## src/rtl/bubble_buffer_load_scheduler.sv

```systemverilog
// Fills the 2048x2 bubble output buffer from SPI flash: one burst request per
// fill, then each returned byte is unpacked MSB-first into four 2-bit writes.
//
// state  | meaning
// IDLE   | waiting for a bootloader or page trigger
// REQ    | flash_req held with address/length until flash_ack
// FETCH  | flash_byte_ready high, waiting for the next byte
// UNPACK | four consecutive buffer writes of the held byte
module bubble_buffer_load_scheduler #(
    parameter logic [23:0] BOOT_BASE  = 24'h000000,
    parameter logic [23:0] PAGE_BASE  = 24'h001000,
    parameter int          PAGE_SHIFT = 7,
    parameter int          BOOT_BYTES = 480,
    parameter int          PAGE_BYTES = 128
) (
    input  logic        master_clock,
    input  logic        reset,
    input  logic        load_bootloader,
    input  logic        load_page,
    input  logic        convert,
    input  logic [11:0] bubble_position,
    output logic        flash_req,
    output logic [23:0] flash_addr,
    output logic [8:0]  flash_len,
    input  logic        flash_ack,
    input  logic        flash_byte_valid,
    input  logic [7:0]  flash_byte,
    output logic        flash_byte_ready,
    output logic        flash_abort,
    output logic [10:0] bubble_buffer_write_address,
    output logic [1:0]  bubble_buffer_write_data_input,
    output logic        bubble_buffer_write_enable,
    output logic        busy,
    output logic        overrun
);

    typedef enum logic [1:0] {IDLE, REQ, FETCH, UNPACK} state_t;

    state_t      state_q, state_d;
    logic        lb_q, lb_d;
    logic        cv_q, cv_d;
    logic        is_page_q, is_page_d;
    logic        req_q, req_d;
    logic [23:0] addr_q, addr_d;
    logic [8:0]  len_q, len_d;
    logic [8:0]  remain_q, remain_d;
    logic        ready_q, ready_d;
    logic        abort_q, abort_d;
    logic [7:0]  shift_q, shift_d;
    logic [1:0]  phase_q, phase_d;
    logic [10:0] wa_q, wa_d;
    logic [1:0]  wd_q, wd_d;
    logic        we_q, we_d;
    logic        busy_q, busy_d;
    logic        overrun_q, overrun_d;

    logic boot_trig, page_trig, window_closed;

    always_comb begin
        state_d   = state_q;
        lb_d      = load_bootloader;
        cv_d      = convert;
        is_page_d = is_page_q;
        req_d     = req_q;
        addr_d    = addr_q;
        len_d     = len_q;
        remain_d  = remain_q;
        ready_d   = ready_q;
        abort_d   = 1'b0;
        shift_d   = shift_q;
        phase_d   = phase_q;
        wa_d      = wa_q;
        wd_d      = wd_q;
        we_d      = we_q;
        busy_d    = busy_q;
        overrun_d = overrun_q;

        boot_trig     = lb_q & ~load_bootloader;
        page_trig     = convert & ~cv_q & ~load_page;
        window_closed = is_page_q ? load_page : load_bootloader;

        if (state_q != IDLE && (boot_trig || page_trig)) begin
            overrun_d = 1'b1;
        end

        case (state_q)
            IDLE: begin
                if (boot_trig || page_trig) begin
                    // bootloader wins a same-cycle collision; the page trigger is dropped
                    is_page_d = ~boot_trig;
                    addr_d    = boot_trig ? BOOT_BASE
                                          : PAGE_BASE + ({12'd0, bubble_position} << PAGE_SHIFT);
                    len_d     = boot_trig ? 9'(BOOT_BYTES) : 9'(PAGE_BYTES);
                    remain_d  = boot_trig ? 9'(BOOT_BYTES) : 9'(PAGE_BYTES);
                    wa_d      = 11'd0;
                    req_d     = 1'b1;
                    busy_d    = 1'b1;
                    state_d   = REQ;
                end
            end
            REQ: begin
                if (flash_ack) begin
                    req_d   = 1'b0;
                    ready_d = 1'b1;
                    state_d = FETCH;
                end
            end
            FETCH: begin
                if (flash_byte_valid && ready_q) begin
                    shift_d  = flash_byte;
                    remain_d = remain_q - 9'd1;
                    ready_d  = 1'b0;
                    we_d     = 1'b0;
                    wd_d     = flash_byte[7:6];
                    phase_d  = 2'd0;
                    state_d  = UNPACK;
                end
            end
            UNPACK: begin
                wa_d = wa_q + 11'd1;
                if (phase_q == 2'd3) begin
                    we_d = 1'b1;
                    if (remain_q != 9'd0) begin
                        ready_d = 1'b1;
                        state_d = FETCH;
                    end else begin
                        busy_d  = 1'b0;
                        state_d = IDLE;
                    end
                end else begin
                    phase_d = phase_q + 2'd1;
                    wd_d    = shift_q[5:4];
                    shift_d = {shift_q[5:0], 2'b00};
                end
            end
            default: state_d = IDLE;
        endcase

        // closing the active window cancels the fill, even mid-byte
        if (state_q != IDLE && window_closed) begin
            abort_d = 1'b1;
            req_d   = 1'b0;
            ready_d = 1'b0;
            we_d    = 1'b1;
            busy_d  = 1'b0;
            state_d = IDLE;
        end
    end

    always_ff @(posedge master_clock) begin
        if (reset) begin
            state_q   <= IDLE;
            lb_q      <= 1'b1;
            cv_q      <= 1'b0;
            is_page_q <= 1'b0;
            req_q     <= 1'b0;
            addr_q    <= 24'd0;
            len_q     <= 9'd0;
            remain_q  <= 9'd0;
            ready_q   <= 1'b0;
            abort_q   <= 1'b0;
            shift_q   <= 8'd0;
            phase_q   <= 2'd0;
            wa_q      <= 11'd0;
            wd_q      <= 2'd0;
            we_q      <= 1'b1;
            busy_q    <= 1'b0;
            overrun_q <= 1'b0;
        end else begin
            state_q   <= state_d;
            lb_q      <= lb_d;
            cv_q      <= cv_d;
            is_page_q <= is_page_d;
            req_q     <= req_d;
            addr_q    <= addr_d;
            len_q     <= len_d;
            remain_q  <= remain_d;
            ready_q   <= ready_d;
            abort_q   <= abort_d;
            shift_q   <= shift_d;
            phase_q   <= phase_d;
            wa_q      <= wa_d;
            wd_q      <= wd_d;
            we_q      <= we_d;
            busy_q    <= busy_d;
            overrun_q <= overrun_d;
        end
    end

    assign flash_req                      = req_q;
    assign flash_addr                     = addr_q;
    assign flash_len                      = len_q;
    assign flash_byte_ready               = ready_q;
    assign flash_abort                    = abort_q;
    assign bubble_buffer_write_address    = wa_q;
    assign bubble_buffer_write_data_input = wd_q;
    assign bubble_buffer_write_enable     = we_q;
    assign busy                           = busy_q;
    assign overrun                        = overrun_q;

endmodule

```

## config.mk

```make
export PLATFORM = sky130hd
export DESIGN_NAME = bubble_buffer_load_scheduler
export DESIGN_NICKNAME = d
export VERILOG_FILES = /design/src/rtl/bubble_buffer_load_scheduler.sv
export SDC_FILE = /design/constraint.sdc
export NUM_CORES = 1
export LEC_CHECK = 0
export ABC_AREA = 1
export CORE_UTILIZATION = 44
export DETAILED_ROUTE_END_ITERATION = 7
export PLACE_DENSITY = 0.76
export SLEW_MARGIN = 15
export SYNTH_ARGS = -nofsm -noshare
export SYNTH_HDL_FRONTEND = slang
export SYNTH_SLANG_ARGS = --single-unit
export TNS_END_PERCENT = 1
```

## constraint.sdc

```tcl
create_clock -name master_clock -period 1.32 [get_ports master_clock]
set_input_delay 0.132 -clock master_clock [delete_from_list [all_inputs] [get_ports master_clock]]
set_output_delay 0.132 -clock master_clock [all_outputs]
set_load 0.02 [all_outputs]
```

==> reports/qor.yml <==
power_switching_share_pct: 42.0
dr_total_vias: 2831
routabilityCongestion: 0.845
drt_iter0_drc: 99
fin_nets: 532
gr-total-overflow: 0
final_area_mm2: 0.00418
path_clk_slew_ps: 100
status: "complete, but fails checks"
crit_arrival_ps: 1670
maxCapViolCount: 0
grt_max_degree: 20
drt_wl_total_mm: 6.89
chipWidth_um: 85.6
hold_slack_ps: 376
rsz0062_at_grt: "true"
antenna_found_initial: 0
avgSynthCellArea_um2: 7.78
yosysSeqAreaShare_pct: 36.5
clock_path_buffers: 2
num_rows: 30
yosys.area.top_type: "dfxtp_1"
antenna_left: 0
die-area_mm2: 0.00732
clkPwrFrac_pct: 12.9
switching_power_w: 0.00307
core_mm2: 0.00676
via_per_inst: 4.91
finalCoreUtilization_pct: 61.9
initial_core_util_pct: 45.5
firstDrtPassIters: 4
syn_to_final_growth_pct: 36.1
h-tree-depth: 2
cts_tree: "built"
synth_top_area_share_pct: 36.5
instances_no_fill: 577
setup_tns_ps: -1710
detail_route.wl_per_cell_um: 11.9
internal-power_w: 0.00423
place_inst: 563
worstSkewPairLatency_ps: 310
multi_input_area_mm2: 0.00169
path_max_fanout: 3
hpwl_mm: 4.92
cts_root_buf: "clkbuf_8"
start_kind: "flip-flop"
ys_warn_count: 0
synth_ff_type: "dfxtp_1"
cts_hold_buffers: 0
layout_setup_ws_ps: -107
finalClockSkew_ps: 9.45
fin_crit_sh_pct: 108
drive_gt1_share_pct: 28.8
cp_data_required_time_ps: 1560
grt.total_usage_pct: 18.8
synth_common_cells: "nand2_1, dfxtp_1, inv_1, nor2_1, a21oi_1"
n_antenna_cell: 0
ys_types: 46
worstHoldPathType: "in -> reg"
vdd.ir_drop.worst_uv: 866
syn-cell-area_mm2: 0.00307
syn_inst: 395
grt_pass1_vias: 2635
hold_viol_final: 0
powerDensity_mw_per_mm2: 1750
ys_ff_latch: 56
end_kind: "flip-flop"
fillCellCount: 615
seqPwrFrac_pct: 31.9
synth_edf_count: 0
dpl_cell_area_mm2: 0.00395
p_leak_nw: 1.86
seqCellArea_mm2: 0.00113
crit_type: "reg -> reg"
synth.area.top_cells: "dfxtp_1, nand2_1, buf_4"
io_buffers: 62
synth.most_common_cell: "nand2_1"
max_freq_mhz: 701
fin_crit_ps: 1430
violations: "negative setup slack"
io_pins: 79
async_reset_ff_share_pct: 0
grt_pass1_wl_mm: 11.2
maxSlewViolCount: 0
p_comb_share_pct: 55.2
setup_viol: 42
cts_buffers: 5
die_h_um: 85.6
clock_sinks: 56
remaining_drc_errors: 0
area by class of cell:
class	instances	share of cell area, %
Clock inverter	1	0.209
Timing Repair Buffer	111	23.8
Sequential cell	56	27.0
Inverter	44	4.31
Clock buffer	6	1.74
Tap cell	80	2.39
Multi-Input combinational cell	279	40.5
worst max-delay path: stages (launching register included):
cell	delay, ps
dfxtp_4	390
inv_6	50
ha_4	170
buf_6	120
nand2_4	80
nand2_4	60
nor2_4	140
nand2_2	90
o21ai_2	120
nand2_1	50
a21oi_1	100
cells by family (layout without fill, tap and decap cells):
family / after synthesis / in the layout / share of synthesized area [%]
xor+xnor: 4 / 4 / 1.14
buf+inv: 75 / 162 / 13.6
fa+ha+maj: 8 / 8 / 3.26
other cells: 1 / 16 / 0.122
simple gates: 176 / 176 / 30.1
compound gates: 75 / 75 / 15.3
flops: 56 / 56 / 36.5
stage by stage:
step	worst slack [ps]	power (W)
floorplan	-10.6	0.00483
global placement	-185	0.00588
detailed placement	-223	0.00595
CTS	-102	0.00695
global route	-170	0.00778
finish	-107	0.00730
placed cells by master (no fill, tap or decap), types with 2 or more instances in the layout:
| cell type | synthesis | routed |
|---|---|---|
| a21oi_1 | 26 | 21 |
| a21oi_2 | 11 | 15 |
| a31oi_1 | 7 | 7 |
| buf_12 | 1 | 3 |
| buf_4 | 20 | 42 |
| buf_6 | 4 | 4 |
| clkbuf_8 | 0 | 5 |
| clkdlybuf4s50_1 | 0 | 26 |
| conb_1 | 1 | 16 |
| dfxtp_1 | 56 | 52 |
| dfxtp_2 | 0 | 2 |
| dfxtp_4 | 0 | 2 |
| dlygate4sd2_1 | 0 | 36 |
| ha_1 | 8 | 4 |
| ha_2 | 0 | 2 |
| ha_4 | 0 | 2 |
| inv_1 | 36 | 32 |
| inv_2 | 7 | 7 |
| inv_4 | 1 | 4 |
| inv_6 | 0 | 2 |
| nand2_1 | 74 | 72 |
| nand2_2 | 13 | 14 |
| nand2_4 | 7 | 8 |
| nand3_1 | 19 | 19 |
| nand3_2 | 4 | 4 |
| nand3_4 | 2 | 2 |
| nand4_1 | 8 | 8 |
| nor2_1 | 33 | 27 |
| nor2_2 | 1 | 6 |
| nor2_4 | 1 | 2 |
| nor3_1 | 5 | 3 |
| nor3_2 | 2 | 4 |
| o21ai_0 | 15 | 11 |
| o21ai_1 | 4 | 6 |
| o21ai_2 | 4 | 6 |
| o21bai_1 | 2 | 2 |
| xor2_1 | 3 | 3 |
final timing paths:
check	slack, ps	depth (start not counted)	endpoint	startpoint
hold / removal	380	3	flash_addr[9]	bubble_position[2]
setup reg to reg	-110	10	state_q[1]	state_q[0]
setup / recovery	-110	10	state_q[1]	state_q[0]
hold reg to reg	470	2	flash_addr[15]	flash_addr[15]
layer usage:
layer / wire length [µm] / vias to the layer above / GRT usage, %
li1: - / 1451 / -
met1: 3190 / 1294 / 23.5
met2: 3280 / 79 / 31.9
met3: 324 / 7 / 3.95
met4: 91 / 0 / 7.12
met5: 0 / - / 0
power groups by stage:
stage / Combinational [W] / Clock [W] / Sequential [W]
finish: 0.00403 / 0.000946 / 0.00233
global route: 0.00439 / 0.00102 / 0.00237
detailed placement: 0.00361 / 0 / 0.00234
floorplan: 0.00236 / 0 / 0.00247
CTS: 0.00369 / 0.000962 / 0.00230
global placement: 0.00355 / 0 / 0.00233
state kept, by name (all words and copies together), names as in the netlist:
name and flops:
remain_q 9, bubble_buffer_write_data_input 2, overrun 1, flash_addr 13, busy 1, phase_q 2
is_page_q 1, flash_byte_ready 1, cv_q 1, state_q 2, shift_q 6, lb_q 1
flash_len 2, bubble_buffer_write_address 11, flash_req 1, flash_abort 1, bubble_buffer_write_enable 1
what timing repair did:
action	CTS	global route
setup endpoints to repair	73	52
buffers inserted	1	6
resized for setup	46	26
pin swaps	2	13
No activity file was read; power rests on OpenSTA's default activity.
